File: src/rtl/serial_to_parallel_lanes.sv
// rtl/serial_to_parallel_lanes.sv - deserializer assembling lanes-bit beats into width-bit words behind an output FIFO
module serial_to_parallel_lanes #(
   parameter int width     = 8,
   parameter int lanes     = 1,
   parameter int depth     = 4,
   parameter int msb_first = 0
) (
   input  logic                         clk,
   input  logic                         rst_n,
   input  logic                         serial_valid,
   input  logic [lanes-1:0]             serial_data,
   output logic                         serial_ready,
   input  logic                         flush,
   output logic                         parallel_valid,
   input  logic                         parallel_ready,
   output logic [width-1:0]             parallel_data,
   output logic [$clog2(depth+1)-1:0]   level
);

   localparam int BEATS = width / lanes;
   localparam int CNT_W = (BEATS > 1) ? $clog2(BEATS) : 1;
   localparam int ACC_W = (BEATS > 1) ? (width - lanes) : 1;
   localparam int AW    = $clog2(depth);
   localparam int LW    = $clog2(depth + 1);
   localparam logic [CNT_W-1:0] LAST_CNT = CNT_W'(BEATS - 1);
   localparam logic [LW-1:0]    FULL_LVL = LW'(depth);

   logic [CNT_W-1:0] r_cnt;
   logic [ACC_W-1:0] r_acc;
   logic             r_ready_en;
   logic [AW-1:0]    r_wr_ptr;
   logic [AW-1:0]    r_rd_ptr;
   logic [LW-1:0]    r_level;
   logic [width-1:0] r_last;
   logic [width-1:0] r_mem [depth];

   logic             w_full;
   logic             w_empty;
   logic             w_accept;
   logic             w_push;
   logic             w_pop;
   logic [width-1:0] w_word;
   logic [ACC_W-1:0] w_acc_next;

   // The accumulator is a shift register of the beats seen so far; the
   // shift direction places beat 0 at the low or high end of the final word.
   generate
      if (BEATS == 1) begin : g_single
         assign w_word     = serial_data;
         assign w_acc_next = r_acc;
      end else if (msb_first != 0) begin : g_msb
         assign w_word     = {r_acc, serial_data};
         assign w_acc_next = w_word[width-lanes-1:0];
      end else begin : g_lsb
         assign w_word     = {serial_data, r_acc};
         assign w_acc_next = w_word[width-1:lanes];
      end
   endgenerate

   assign w_full         = (r_level == FULL_LVL);
   assign w_empty        = (r_level == '0);
   assign serial_ready   = r_ready_en && !w_full;
   assign w_accept       = serial_valid && serial_ready && !flush;
   assign w_push         = w_accept && (r_cnt == LAST_CNT);
   assign parallel_valid = !w_empty;
   assign w_pop          = parallel_valid && parallel_ready;
   assign parallel_data  = w_empty ? r_last : r_mem[r_rd_ptr];
   assign level          = r_level;

   always_ff @(posedge clk or negedge rst_n) begin
      if (!rst_n) begin
         r_cnt      <= '0;
         r_acc      <= '0;
         r_ready_en <= 1'b0;
         r_wr_ptr   <= '0;
         r_rd_ptr   <= '0;
         r_level    <= '0;
         r_last     <= '0;
      end else begin
         r_ready_en <= 1'b1;
         if (flush) begin
            r_cnt <= '0;
            r_acc <= '0;
         end else if (w_accept) begin
            if (w_push) begin
               r_cnt <= '0;
               r_acc <= '0;
            end else begin
               r_cnt <= r_cnt + CNT_W'(1);
               r_acc <= w_acc_next;
            end
         end
         if (w_push) begin
            r_wr_ptr <= r_wr_ptr + AW'(1);
         end
         // Empty FIFO keeps presenting the most recently consumed word.
         if (w_pop) begin
            r_rd_ptr <= r_rd_ptr + AW'(1);
            r_last   <= r_mem[r_rd_ptr];
         end
         if (w_push && !w_pop) begin
            r_level <= r_level + LW'(1);
         end else if (w_pop && !w_push) begin
            r_level <= r_level - LW'(1);
         end
      end
   end

   always_ff @(posedge clk) begin
      if (w_push) begin
         r_mem[r_wr_ptr] <= w_word;
      end
   end

endmodule

File: config.mk
export PLATFORM = sky130hd
export DESIGN_NAME = serial_to_parallel_lanes
export DESIGN_NICKNAME = d
export VERILOG_FILES = /design/src/rtl/serial_to_parallel_lanes.sv
export SDC_FILE = /design/constraint.sdc
export NUM_CORES = 1
export LEC_CHECK = 0
export BUFFER_PORTS_ARGS = -buffer_cell sky130_fd_sc_hd__buf_2
export CAP_MARGIN = 0
export CORE_MARGIN = 2
export CORE_UTILIZATION = 53
export CTS_CLUSTER_DIAMETER = 50
export CTS_CLUSTER_SIZE = 25
export DETAILED_ROUTE_END_ITERATION = 8
export GPL_TIMING_DRIVEN = 0
export PLACE_DENSITY = 0.71
export SKIP_LAST_GASP = 1
export SLEW_MARGIN = 20
export SYNTH_ARGS = -nofsm -noshare
export SYNTH_HDL_FRONTEND = slang
export SYNTH_SLANG_ARGS = --single-unit
File: constraint.sdc
create_clock -name clk -period 2.1 [get_ports clk]
set_clock_uncertainty 0.15 [all_clocks]
set_input_delay 0.105 -clock clk [delete_from_list [all_inputs] [get_ports clk]]
set_output_delay 0.105 -clock clk [all_outputs]
set_load 0.02 [all_outputs]
==> qor.yml <==
setup_path:
  cp.arrival_ps: 2320
  cell_depth_of_the_worst_flop_to_flop_path: 8
  cp_cell_sequence: "nor3b_4 > nor4b_4 > ha_2 > inv_2 > fa_2 > xor2_1 > nor2_1 > xor2_1"
  endpoint_kind: "flop"
  worst_setup_path_startpoint: "level[2]"
  crit_path_start_kind: "flop"
  critical_setup_path_kind: "flop to flop"
  required_ps: 2180
  worst_r2r_startpoint: "level[2]"
  destination_of_the_worst_register_to_register_timing_path: "level[2]"
  path_common_cell: "sky130_fd_sc_hd__xor2_1"
  ff2ff_setup_slack_ps: -140
  critPathSlowestCell: "sky130_fd_sc_hd__dfrtp_2"
  critical_path_peak_fanout: 5
  critPathMaxStageDelay_ps: 440
clock_network:
  tritoncts: "built"
  clk_latency_ps: 320
  cts_inserted_buffers: 9
  cts.reportedPaths.clkPinSlew_ps: 60
  htreeDepth: 3
  cts_root_buf: "sky130_fd_sc_hd__clkbuf_8"
  numClockSinks: 58
  clock_tree.buffer_depth: 2
route:
  detail_route.vias_per_cell: 5.55
  postRouteAntennaNets: 0
  wl_per_cell_um: 16.9
  post-route-drc-count: 0
  detail_route.first_pass.iterations: 4
  detail_route.iter0.violations: 121
  via_count: 1398
  route.final.wire_length_um: 4250
min_path:
  start_point_of_the_worst_min_delay_path: "flush"
  timing.hold.worst_path_depth: 4
  hold_worst_path_end: "r_acc[3]"
  worst_hold_path_type: "input pin to flop"
grt:
  grt_first_pass_wirelength_um: 6910
  antenna_violations_before_repair: 0
  grt-busiest-layer: "met2"
  maximum_number_of_pins_on_one_net_before_global_route_repair: 27
  grt_use_met1_pct: 22.8
  grt_usage_pct: 17.8
  grt.met3_usage_pct: 4.70
  globalRoute.totalOverflow: 0
  vias_in_the_first_global_route: 1385
  gr-usage-met2_pct: 28.1
run_status:
  status: "finished, violations left"
  failed_checks: "negative setup slack"
place:
  gp_congestion: 0.786
  port-buffer-count: 18
  placed_cells_incl_taps: 225
  dpl_cell_area_mm2: 0.00271
  place_hpwl_um: 2860
layout:
  fin_cells: 252
  layout-drive-gt1-share_pct: 43.9
  num-nets-final: 207
  diodes: 0
  layout.cell_area.non_filler_mm2: 0.00303
  area_growth_syn_to_layout_pct: 19.4
  fillers: 331
sta:
  grt_setup_unrepaired: "true"
  hold_viol: 0
  fmax_ghz: 0.447
  fin_tns_setup_ps: -200
  post-route-min-period_ps: 2240
  slew_headroom_pct: 59.0
  final.hold.worst_slack_ps: 27.4
  timing.final.ws_setup_ps: -137
  max_slew.worst_pin.slew_ps: 615
  endpoints_failing_setup: 2
  final_max_slew_viol_count: 0
  post-route-period-util_pct: 107
yosys:
  post_synth_num_cell_types: 31
  count_of_flip_flops_with_a_built_in_enable_after_synthesis: 32
  postSynthCellCount: 153
  synth.net_count: 167
  synth_async_sr_flop_share_pct: 44.8
  syn_area_mm2: 0.00254
  seq_area_frac_synth_pct: 63.4
  yosys_register_bits: 58
  synth_top_flop_cell: "sky130_fd_sc_hd__edfxtp_1"
  postSynthAreaPerCell_um2: 16.6
  yosysWarnings: 0
power_and_ir_drop:
  ir_drop_mv: 0.669
  power_density_mw_per_mm2: 1130
  leakage_nw: 1.12
  final_total_power_mw: 3.43
job:
  max_cap_viol_count: 0
floorplan:
  io-pin-count: 19
  fp.coreArea_mm2: 0.00466
  floorplan.die_area_mm2: 0.00536
  placementRows: 25
  die_width_um: 73.2
  starting_utilization_of_the_core_area_pct: 54.5
  die_y_um: 73.2
## cells by family (layout without fill, tap and decap cells)
group / after synthesis / in the layout / share of synthesized area [%]
AOI/OAI and AO/OA: 12 / 12 / 2.66
xor gates and xnor gates: 6 / 6 / 2.07
adders and majority gates: 8 / 8 / 4.24
buffers and inverters: 9 / 54 / 2.22
DFF: 58 / 58 / 63.4
muxes: 30 / 30 / 16.7
other: 1 / 1 / 0.148
and+or+nand+nor: 29 / 29 / 8.57
## routing by layer
metal / vias to the layer above / part of all wire, % / wire length [µm]
met3: 9 / 4.4 / 188
li1: 656 / - / -
met2: 42 / 52 / 2220
met4: 0 / 1.7 / 73
met1: 691 / 42 / 1770
met5: - / 0 / 0
## stage by stage
stage | setup slack, ps | util [%]
final | -137 | 65.0
after CTS | -148 | 64.0
after detailed placement | -518 | 58.2
after floorplan | -178 | -
after global placement | -416 | 58.2
after global routing | -222 | 65.0
## critical path, delay by kind of cell (launching register included)
family	cells	cell delay (ps)
xor+xnor	2	330
fa+ha+maj	2	580
buf+inv	1	40
flops	1	440
simple gates	3	620
## placed cells by master, fill, tap and decap left out, drive strengths merged
cell type and count:
or3b 2, nand4b 2, nand3 2, nand2b 5
xor2 2, and2 6, a21oi 4, clkbuf 14
or4 1, buf 30, mux4 8, nand2 2
xnor2 4, nor2b 2, o41ai 2, fa 1
o21ai 6, dlygate4sd3 3, edfxtp 32, dfrtp 26
mux2i 4, inv 3, nor4b 1, or2 2
mux2 18, nor2 2, nor3b 1, ha 7
clkinv 4, conb 1, or3 1
## Yosys cell counts, types with 2 or more instances
library cell | count | area, µm²
sky130_fd_sc_hd__a21oi_1 | 4 | 20.0
sky130_fd_sc_hd__and2_1 | 6 | 37.5
sky130_fd_sc_hd__buf_6 | 3 | 33.8
sky130_fd_sc_hd__clkbuf_1 | 3 | 11.3
sky130_fd_sc_hd__dfrtp_1 | 26 | 651
sky130_fd_sc_hd__edfxtp_1 | 32 | 961
sky130_fd_sc_hd__ha_1 | 7 | 87.6
sky130_fd_sc_hd__inv_1 | 3 | 11.3
sky130_fd_sc_hd__mux2_2 | 17 | 191
sky130_fd_sc_hd__mux2i_1 | 4 | 40.0
sky130_fd_sc_hd__mux4_2 | 8 | 180
sky130_fd_sc_hd__nand2b_1 | 5 | 31.3
sky130_fd_sc_hd__nand3_1 | 2 | 10.0
sky130_fd_sc_hd__nand4b_1 | 2 | 17.5
sky130_fd_sc_hd__nor2_1 | 2 | 7.51
sky130_fd_sc_hd__nor2b_1 | 2 | 12.5
sky130_fd_sc_hd__o21ai_0 | 6 | 30.0
sky130_fd_sc_hd__o41ai_1 | 2 | 17.5
sky130_fd_sc_hd__or2_2 | 2 | 12.5
sky130_fd_sc_hd__or3b_2 | 2 | 17.5
sky130_fd_sc_hd__xnor2_1 | 4 | 35.0
sky130_fd_sc_hd__xor2_1 | 2 | 17.5
## worst max-delay path by stage
| stage | end | slack [ps] | depth (start not counted) |
|---|---|---|---|
| 3_5_place_dp | level[2] | -520 | 9 |
| 5_1_grt | level[2] | -220 | 9 |
| 4_1_cts | level[2] | -150 | 9 |
| 3_3_place_gp | level[2] | -420 | 9 |
| 6_report | level[2] | -140 | 8 |
| 2_1_floorplan | level[2] | -180 | 8 |
## layout make-up
cell class | instances | area, µm² | area share (%)
Tap cell | 54 | 67.6 | 2.23
Buffer | 5 | 50.0 | 1.65
Clock inverter | 4 | 17.5 | 0.578
Inverter | 3 | 11.3 | 0.371
Clock buffer | 12 | 145 | 4.79
Sequential cell | 58 | 1620 | 53.3
Multi-Input combinational cell | 86 | 925 | 30.5
Timing Repair Buffer | 30 | 200 | 6.60
## where the power goes
part / internal, mW / switching, mW / total [mW]
logic: 0.591 / 0.531 / 1.12
registers: 1.34 / 0.125 / 1.47
clock network: 0.448 / 0.397 / 0.845
total: 2.38 / 1.05 / 3.43
## timing repair
action,CTS,global route
resized for setup,3,8
endpoints found under the hold margin,33,0
hold buffers,3,0
setup buffers,6,3
setup endpoints to repair,42,42
pin swaps,4,1
## sequential cells by signal, summed over array words and instances, names as in the netlist
signal      cells
r_wr_ptr        2
r_cnt           3
r_acc           7
r_rd_ptr        2
level           3
r_ready_en      1
r_last          8
r_mem          32
Power figures use the tool's default switching activity.
